[config.mk]
export PLATFORM = sky130hd
export DESIGN_NAME = cursor_sprite_loader
export DESIGN_NICKNAME = d
export VERILOG_FILES = /design/src/rtl/cursor_pkg.sv /design/src/rtl/cursor_sprite_loader.sv
export SDC_FILE = /design/constraint.sdc
export NUM_CORES = 1
export LEC_CHECK = 0
export CORE_MARGIN = 2
export CORE_UTILIZATION = 35
export DETAILED_ROUTE_END_ITERATION = 12
export GPL_TIMING_DRIVEN = 1
export PLACE_DENSITY_LB_ADDON = 0.12
export SYNTH_ARGS = -nofsm -noshare
export SYNTH_HDL_FRONTEND = slang
export SYNTH_SLANG_ARGS = --single-unit
export TNS_END_PERCENT = 10
[constraint.sdc]
create_clock -name clk -period 2.19 [get_ports clk]
set_input_delay 0.438 -clock clk [delete_from_list [all_inputs] [get_ports clk]]
set_output_delay 0.438 -clock clk [all_outputs]
set_load 0.01 [all_outputs]
[src/rtl/cursor_pkg.sv]
// ============================================================================
// Module      : cursor_pkg
// Description : Shared cursor sprite geometry and loader state encoding.
// Revision    : 1.0 - initial release
// ============================================================================
`default_nettype none

package cursor_pkg;

    localparam int H_SIZE        = 32;
    localparam int V_SIZE        = 32;
    localparam int SPRITE_ADDR_W = 10;

    typedef enum logic [1:0] {
        IDLE     = 2'd0,
        CLEAR    = 2'd1,
        WAIT_ROW = 2'd2,
        SHIFT    = 2'd3
    } state_e;

endpackage

`default_nettype wire

[src/rtl/cursor_sprite_loader.sv]
// ============================================================================
// Module      : cursor_sprite_loader
// Description : Serialises 32-bit bitmap rows into single-pixel sprite RAM
//               writes and provides a zero-fill sequence.
// Revision    : 1.0 - initial release
// ============================================================================
`default_nettype none

module cursor_sprite_loader
    import cursor_pkg::*;
#(
    parameter int ADDR  = SPRITE_ADDR_W,
    parameter int ROW_W = H_SIZE
) (
    input  logic             clk,
    input  logic             reset,
    input  logic             start,
    input  logic             clear,
    input  logic [ROW_W-1:0] row_data,
    input  logic             row_valid,
    output logic             row_ready,
    output logic             we,
    output logic [ADDR-1:0]  addr_w,
    output logic             pixel_out,
    output logic             busy,
    output logic             done
);

    localparam logic [1:0] c_ST_IDLE     = IDLE;
    localparam logic [1:0] c_ST_CLEAR    = CLEAR;
    localparam logic [1:0] c_ST_WAIT_ROW = WAIT_ROW;
    localparam logic [1:0] c_ST_SHIFT    = SHIFT;

    localparam logic [4:0] c_LAST_COL = 5'(H_SIZE - 1);
    localparam logic [4:0] c_LAST_ROW = 5'(V_SIZE - 1);

    logic [1:0]       r_state;
    logic [4:0]       r_row;
    logic [4:0]       r_col;
    logic [ROW_W-1:0] r_shift;

    logic [9:0] w_cnt;
    logic [9:0] w_cnt_nxt;
    logic [4:0] w_col_nxt;

    // Row and column counters double as one linear address during CLEAR.
    assign w_cnt     = {r_row, r_col};
    assign w_cnt_nxt = w_cnt + 10'd1;
    assign w_col_nxt = r_col + 5'd1;

    always_ff @(posedge clk or posedge reset) begin
        if (reset) begin
            r_state   <= c_ST_IDLE;
            r_row     <= '0;
            r_col     <= '0;
            r_shift   <= '0;
            row_ready <= 1'b0;
            we        <= 1'b0;
            addr_w    <= '0;
            pixel_out <= 1'b0;
            busy      <= 1'b0;
            done      <= 1'b0;
        end else begin
            done <= 1'b0;
            case (r_state)
                c_ST_IDLE: begin
                    if (clear) begin
                        r_state   <= c_ST_CLEAR;
                        r_row     <= '0;
                        r_col     <= '0;
                        we        <= 1'b1;
                        addr_w    <= '0;
                        pixel_out <= 1'b0;
                        busy      <= 1'b1;
                    end else if (start) begin
                        r_state   <= c_ST_WAIT_ROW;
                        r_row     <= '0;
                        row_ready <= 1'b1;
                        busy      <= 1'b1;
                    end
                end

                c_ST_CLEAR: begin
                    if (w_cnt == 10'h3FF) begin
                        r_state <= c_ST_IDLE;
                        we      <= 1'b0;
                        busy    <= 1'b0;
                        done    <= 1'b1;
                    end else begin
                        {r_row, r_col} <= w_cnt_nxt;
                        addr_w         <= w_cnt_nxt;
                    end
                end

                c_ST_WAIT_ROW: begin
                    // Column 0 is presented straight from the input word; the
                    // shift register then holds the next pixel in its MSB.
                    if (row_valid && row_ready) begin
                        r_state   <= c_ST_SHIFT;
                        row_ready <= 1'b0;
                        r_col     <= '0;
                        r_shift   <= {row_data[ROW_W-2:0], 1'b0};
                        we        <= 1'b1;
                        addr_w    <= {r_row, 5'd0};
                        pixel_out <= row_data[ROW_W-1];
                    end
                end

                c_ST_SHIFT: begin
                    if (r_col == c_LAST_COL) begin
                        we        <= 1'b0;
                        pixel_out <= 1'b0;
                        if (r_row == c_LAST_ROW) begin
                            r_state <= c_ST_IDLE;
                            busy    <= 1'b0;
                            done    <= 1'b1;
                        end else begin
                            r_state   <= c_ST_WAIT_ROW;
                            r_row     <= r_row + 5'd1;
                            row_ready <= 1'b1;
                        end
                    end else begin
                        r_col     <= w_col_nxt;
                        addr_w    <= {r_row, w_col_nxt};
                        pixel_out <= r_shift[ROW_W-1];
                        r_shift   <= {r_shift[ROW_W-2:0], 1'b0};
                    end
                end

                default: begin
                    r_state <= c_ST_IDLE;
                end
            endcase
        end
    end

endmodule

`default_nettype wire

After elaboration in Yosys (flattened, before gate mapping). Index checks and enable logic that the tools add are counted.

Output and inout bits: 15. Register bits after elaboration: 59.

$add $sub $neg: 3. Eq/ne operators: 17. Reduce and logical (&&, ||, !) cells: 13. Multiplexer cells: 49.

Operators by type and width (number): $mux W32 (2); $pmux W32 S2 (1); $mux W5 (9); $mux W10 (4); $pmux W10 S4 (1); $ne A2 B2 Y1 const B (10); $pmux W5 S4 (1); $mux W1 (18); $pmux W5 S3 (1); $mux W2 (6); $reduce_and A4 Y1 (3); $add A10 B1 Y10 const B (1); $add A5 B1 Y5 const B (2); $eq A10 B10 Y1 const B (1); $eq A5 B5 Y1 const B (2); $reduce_and A5 Y1 (2); $pmux W1 S3 (3); $pmux W2 S4 (1); $reduce_and A3 Y1 (2); $reduce_and A6 Y1 (1); $reduce_bool A3 Y1 (2); $eq A2 B2 Y1 const B (2); $pmux W1 S4 (1); $ne A3 B3 Y1 const B (1); other kinds (5) (5).

Depth between registers and ports, before layout.
Word-level depth: 4. Mapped depth: 8.

Least setup slack after synthesis. OpenSTA, ideal clock, no wires.

Kind: register to register. From: reg r_col[0]. To: reg r_col[2]. Stages on the path, launching flop included: 9. Arrival: 2.005 ns. Library setup time: 0.126 ns. Data required time: 2.064 ns. Buffers on the path: 1. Slack: 0.059 ns. Clock period less this slack: 2.131 ns. Cells stage by stage: dfrtp_1 -> ha_1 -> and3_1 -> ha_1 -> nand3_1 -> o31ai_2 -> or2_1 -> buf_4 -> a221o_1.

Word-level cells in the longest chain between the ends: 3.

RTL lines: start: declaration (line cursor_sprite_loader.sv:39) `logic [4:0] r_col;`; start signal: assignment (line cursor_sprite_loader.sv:90) `{r_row, r_col} <= w_cnt_nxt;`; start signal: assignment (line cursor_sprite_loader.sv:123) `r_col <= w_col_nxt;`; $add A10 B1 Y10, or another cell as far along (line cursor_sprite_loader.sv:48) `assign w_cnt_nxt = w_cnt + 10'd1;`; $mux W5, or another cell as far along (line cursor_sprite_loader.sv:84) `if (w_cnt == 10'h3FF) begin`; $pmux W5 S4 / $reduce_and A4 Y1 (equally long branches).

Parallel ways exist; a longest one is shown, timed or not. The select of a mux whose other input is x is not followed. A chain may end at the register's enable or synchronous reset.

Worst setup path after layout.
From: reg r_col[0]. To: reg r_col[4].

Same word-level chain as after synthesis.

==> results.tsv <==
stage	metric	value	unit
logic_synthesis	Yosys warning count	0	
logic_synthesis	Gate Count Post-Synth	317	
power_and_ir_drop	P per Cell Area	1140	mW/mm²
sta	final setup margin	0.178	ns
power_and_ir_drop	internal power	0.00299	W
layout	Layout Cells excl Fill	502	
sta	Final Hold Vio Count	0	
die	Initial Util	35.7	%
power_and_ir_drop	leakage power	1.68	nW
layout	diode count	0	
die	die footprint	0.00953	mm²
clocking	Sink Count	58	
layout	most frequent cells in the layout	dfrtp_1, clkdlybuf4s50_1, o21ai_0, nand2_1, mux2i_1	
detailed_routing	via count	2564	
logic_synthesis	#FFs+latches synth	58	
global_routing	vias in the first global route	2622	
global_routing	initial antenna violation count	0	
sta	Slew Limit Fails	0	
global_routing	GRT Total Usage	16.4	%
setup_path	reg-to-reg endpoint	r_col[4]$_DFFE_PP0P_	
clocking	Clock transition at path regs	0.07	ns
clocking	CTS tree	done	
sta	Tmin final	2.01	ns
power_and_ir_drop	sw frac	36.0	%
setup_path	R2R depth	8	
die	Rows	34	
outcome	status	finished clean	
die	I/O Pins	52	
logic_synthesis	Post-Synth Adder-Cell Area	2.04	%
detailed_routing	Final ANT Viol Nets	0	
setup_path	CP arrival	2.24	ns
power_and_ir_drop	sequential share of power	36.5	%
logic_synthesis	syn nets	359	
layout	P&R area growth vs syn	33.1	%
min_path	Worst Hold Class	input pin to async pin	
logic_synthesis	Synth Area in Simple Gates	15.9	%
logic_synthesis	Synth Area in XOR/XNOR	0	%
logic_synthesis	Synth Area per Inst	9.68	µm²
global_routing	grt ovf	0	
power_and_ir_drop	Clock Power Share	20.3	%
setup_path	Critical path destination	r_col[4]$_DFFE_PP0P_	
detailed_routing	initial DRC count	94	
setup_path	CP endpoint kind	flop	
logic_synthesis	mux contribution to synthesized area	11.3	%
place	DP Worst Slack	0.0626	ns
logic_synthesis	register area share after synthesis	47.3	%
die	Die H	97.6	µm
sta	Fmax	497	MHz
clocking	CTS H-tree depth	3	
sta	slew margin rel.	66.8	%
logic_synthesis	ys flop type	dfrtp_1	
logic_synthesis	ys async rst share	100	%
detailed_routing	wire per inst	14.5	µm
place	HPWL Detailed	5150	µm
place	routability cong.	0.816	
logic_synthesis	post-synth cell types	51	
layout	Post-layout nets	431	
die	Die Width	97.6	µm
power_and_ir_drop	Max IR drop VDD	0.620	mV
detailed_routing	drt pass-1 iters	4	
place	Placed Cells	486	
clocking	Hold-fix buffers, CTS	0	
detailed_routing	Detailed Route WL	7260	µm
layout	most common cell after layout, fill and taps aside	dfrtp_1	
clocking	Clock Tree Buf Depth	2	
die	core area	0.00859	mm²
setup_path	reg-to-reg startpoint	r_col[0]$_DFFE_PP0P_	
logic_synthesis	main combinational cell family by area after synthesis	compound AO/OA/AOI/OAI gates	
sta	period utilization	91.9	%
logic_synthesis	Synth Area in Compound Gates	19.6	%
setup_path	Startpoint Class	flop	
clocking	Root Driver	clkbuf_8	
setup_path	Worst EP required	2.41	ns
sta	Clock Skews	0.00686	ns
setup_path	Crit Path Max Fanout	5	
detailed_routing	DRC Markers	0	
power_and_ir_drop	total power	0.00467	W
power_and_ir_drop	combinational group share of total power	43.2	%
power_and_ir_drop	switching pwr	0.00168	W
setup_path	Reg2Reg Setup Slack	0.18	ns
run	maxcap violations	0	
sta	endpoints failing setup	0	
place	Port Buffers	51	
global_routing	pin count of the biggest net entering global routing	61	
global_routing	first-pass GRT wire length	12600	µm
clocking	clock latency on the worst-skew pair	0.34	ns
setup_path	CP Class	flop to flop	
setup_path	Critical Path Start	r_col[0]$_DFFE_PP0P_	
sta	Worst-Margin Slew	0.494	ns
sta	Setup TNS	0	ns
logic_synthesis	Mapped Area	0.00307	mm²
layout	share of post-route cells with drive strength above 1	15.2	%
detailed_routing	Vias/cell	5.11	
sta	hold_ws	0.479	ns
sta	RSZ-0062 raised after global routing	no	
logic_synthesis	Post-synth EDFFs	0	
clocking	Num CTS Buffers	9	
[power groups by stage]
stage | sequential [W] | combinational (W) | clock (W)
after floorplan | 0.00171 | 0.00126 | 0
after global placement | 0.00172 | 0.00200 | 0
after detailed placement | 0.00172 | 0.00204 | 0
after CTS | 0.00171 | 0.00204 | 0.000986
after global routing | 0.00176 | 0.00227 | 0.00103
final | 0.00170 | 0.00201 | 0.000948
[cells by family (layout without fill, tap and decap cells)]
family / after synthesis / in the layout
compound gates: 96 / 96
fa+ha+maj: 5 / 5
buf+inv: 29 / 106
simple gates: 95 / 95
flops: 58 / 58
mux: 34 / 34
[Yosys cell counts, types with 4 or more instances]
master	instances	area share, %
buf_2	4	0.65
mux2_2	4	1.5
inv_1	8	0.98
o31ai_1	6	1.5
mux2i_1	30	9.8
ha_1	5	2.0
and3_1	4	0.82
nand2_1	43	5.3
nor2b_1	5	1.0
o21ai_0	49	8.0
nand3_1	14	2.3
a21oi_1	7	1.1
clkbuf_1	13	1.6
dfrtp_1	58	47
nor2_1	7	0.86
a22o_1	5	1.4
[metal layers]
metal	GRT usage [%]	routed length (µm)	vias up
met5	0	0	-
met3	4.96	332	9
met4	5.77	96	0
li1	-	-	1299
met1	21.4	3390	1204
met2	25.8	3440	52
[registers in the layout, summed over array words and instances, names as in the netlist, 2 cells and up]
signal and flops:
addr_w 10, r_col 5, r_row 5, r_shift 31, r_state 2
[critical path, stage by stage, from the launching register on]
cell     delay (ns)
dfrtp_1        0.38
ha_1           0.21
and3_1         0.20
ha_1           0.24
nand3_1        0.11
o31ai_2        0.09
or2_1          0.28
buf_4          0.17
a22o_1         0.23
[cell type report]
| cell class | instances | area, µm² |
|---|---|---|
| clock buffer | 10 | 128 |
| sequential | 58 | 1450 |
| timing repair buffer | 82 | 768 |
| fill | 826 | 4510 |
| clock inverter | 6 | 57.6 |
| tap | 108 | 135 |
| inverter | 8 | 30.0 |
| multi-input combinational | 230 | 1520 |
[stage by stage]
step           util (%)  instance area, µm²
4_1_cts            47.5                4080
6_report           47.5                4090
3_3_place_gp       45.3                3890
2_1_floorplan         -                3070
5_1_grt            47.5                4090
3_5_place_dp       45.3                3890
[worst min-delay path by stage]
stage,cells after the start,end,slack (ns)
CTS,3,r_shift[20]$_DFFE_PP0P_,0.48
floorplan,2,r_shift[10]$_DFFE_PP0P_,0.45
global placement,2,r_shift[7]$_DFFE_PP0P_,0.46
finish,3,r_shift[20]$_DFFE_PP0P_,0.48
global route,3,r_shift[20]$_DFFE_PP0P_,0.51
detailed placement,2,r_shift[25]$_DFFE_PP0P_,0.47
[what timing repair did]
item,4_1_cts,5_1_grt
hold endpoints to repair,0,0
endpoints found under the setup margin,0,6
gates resized for setup,0,1
setup buffers,0,0
No activity file was read; power rests on OpenSTA's default activity.
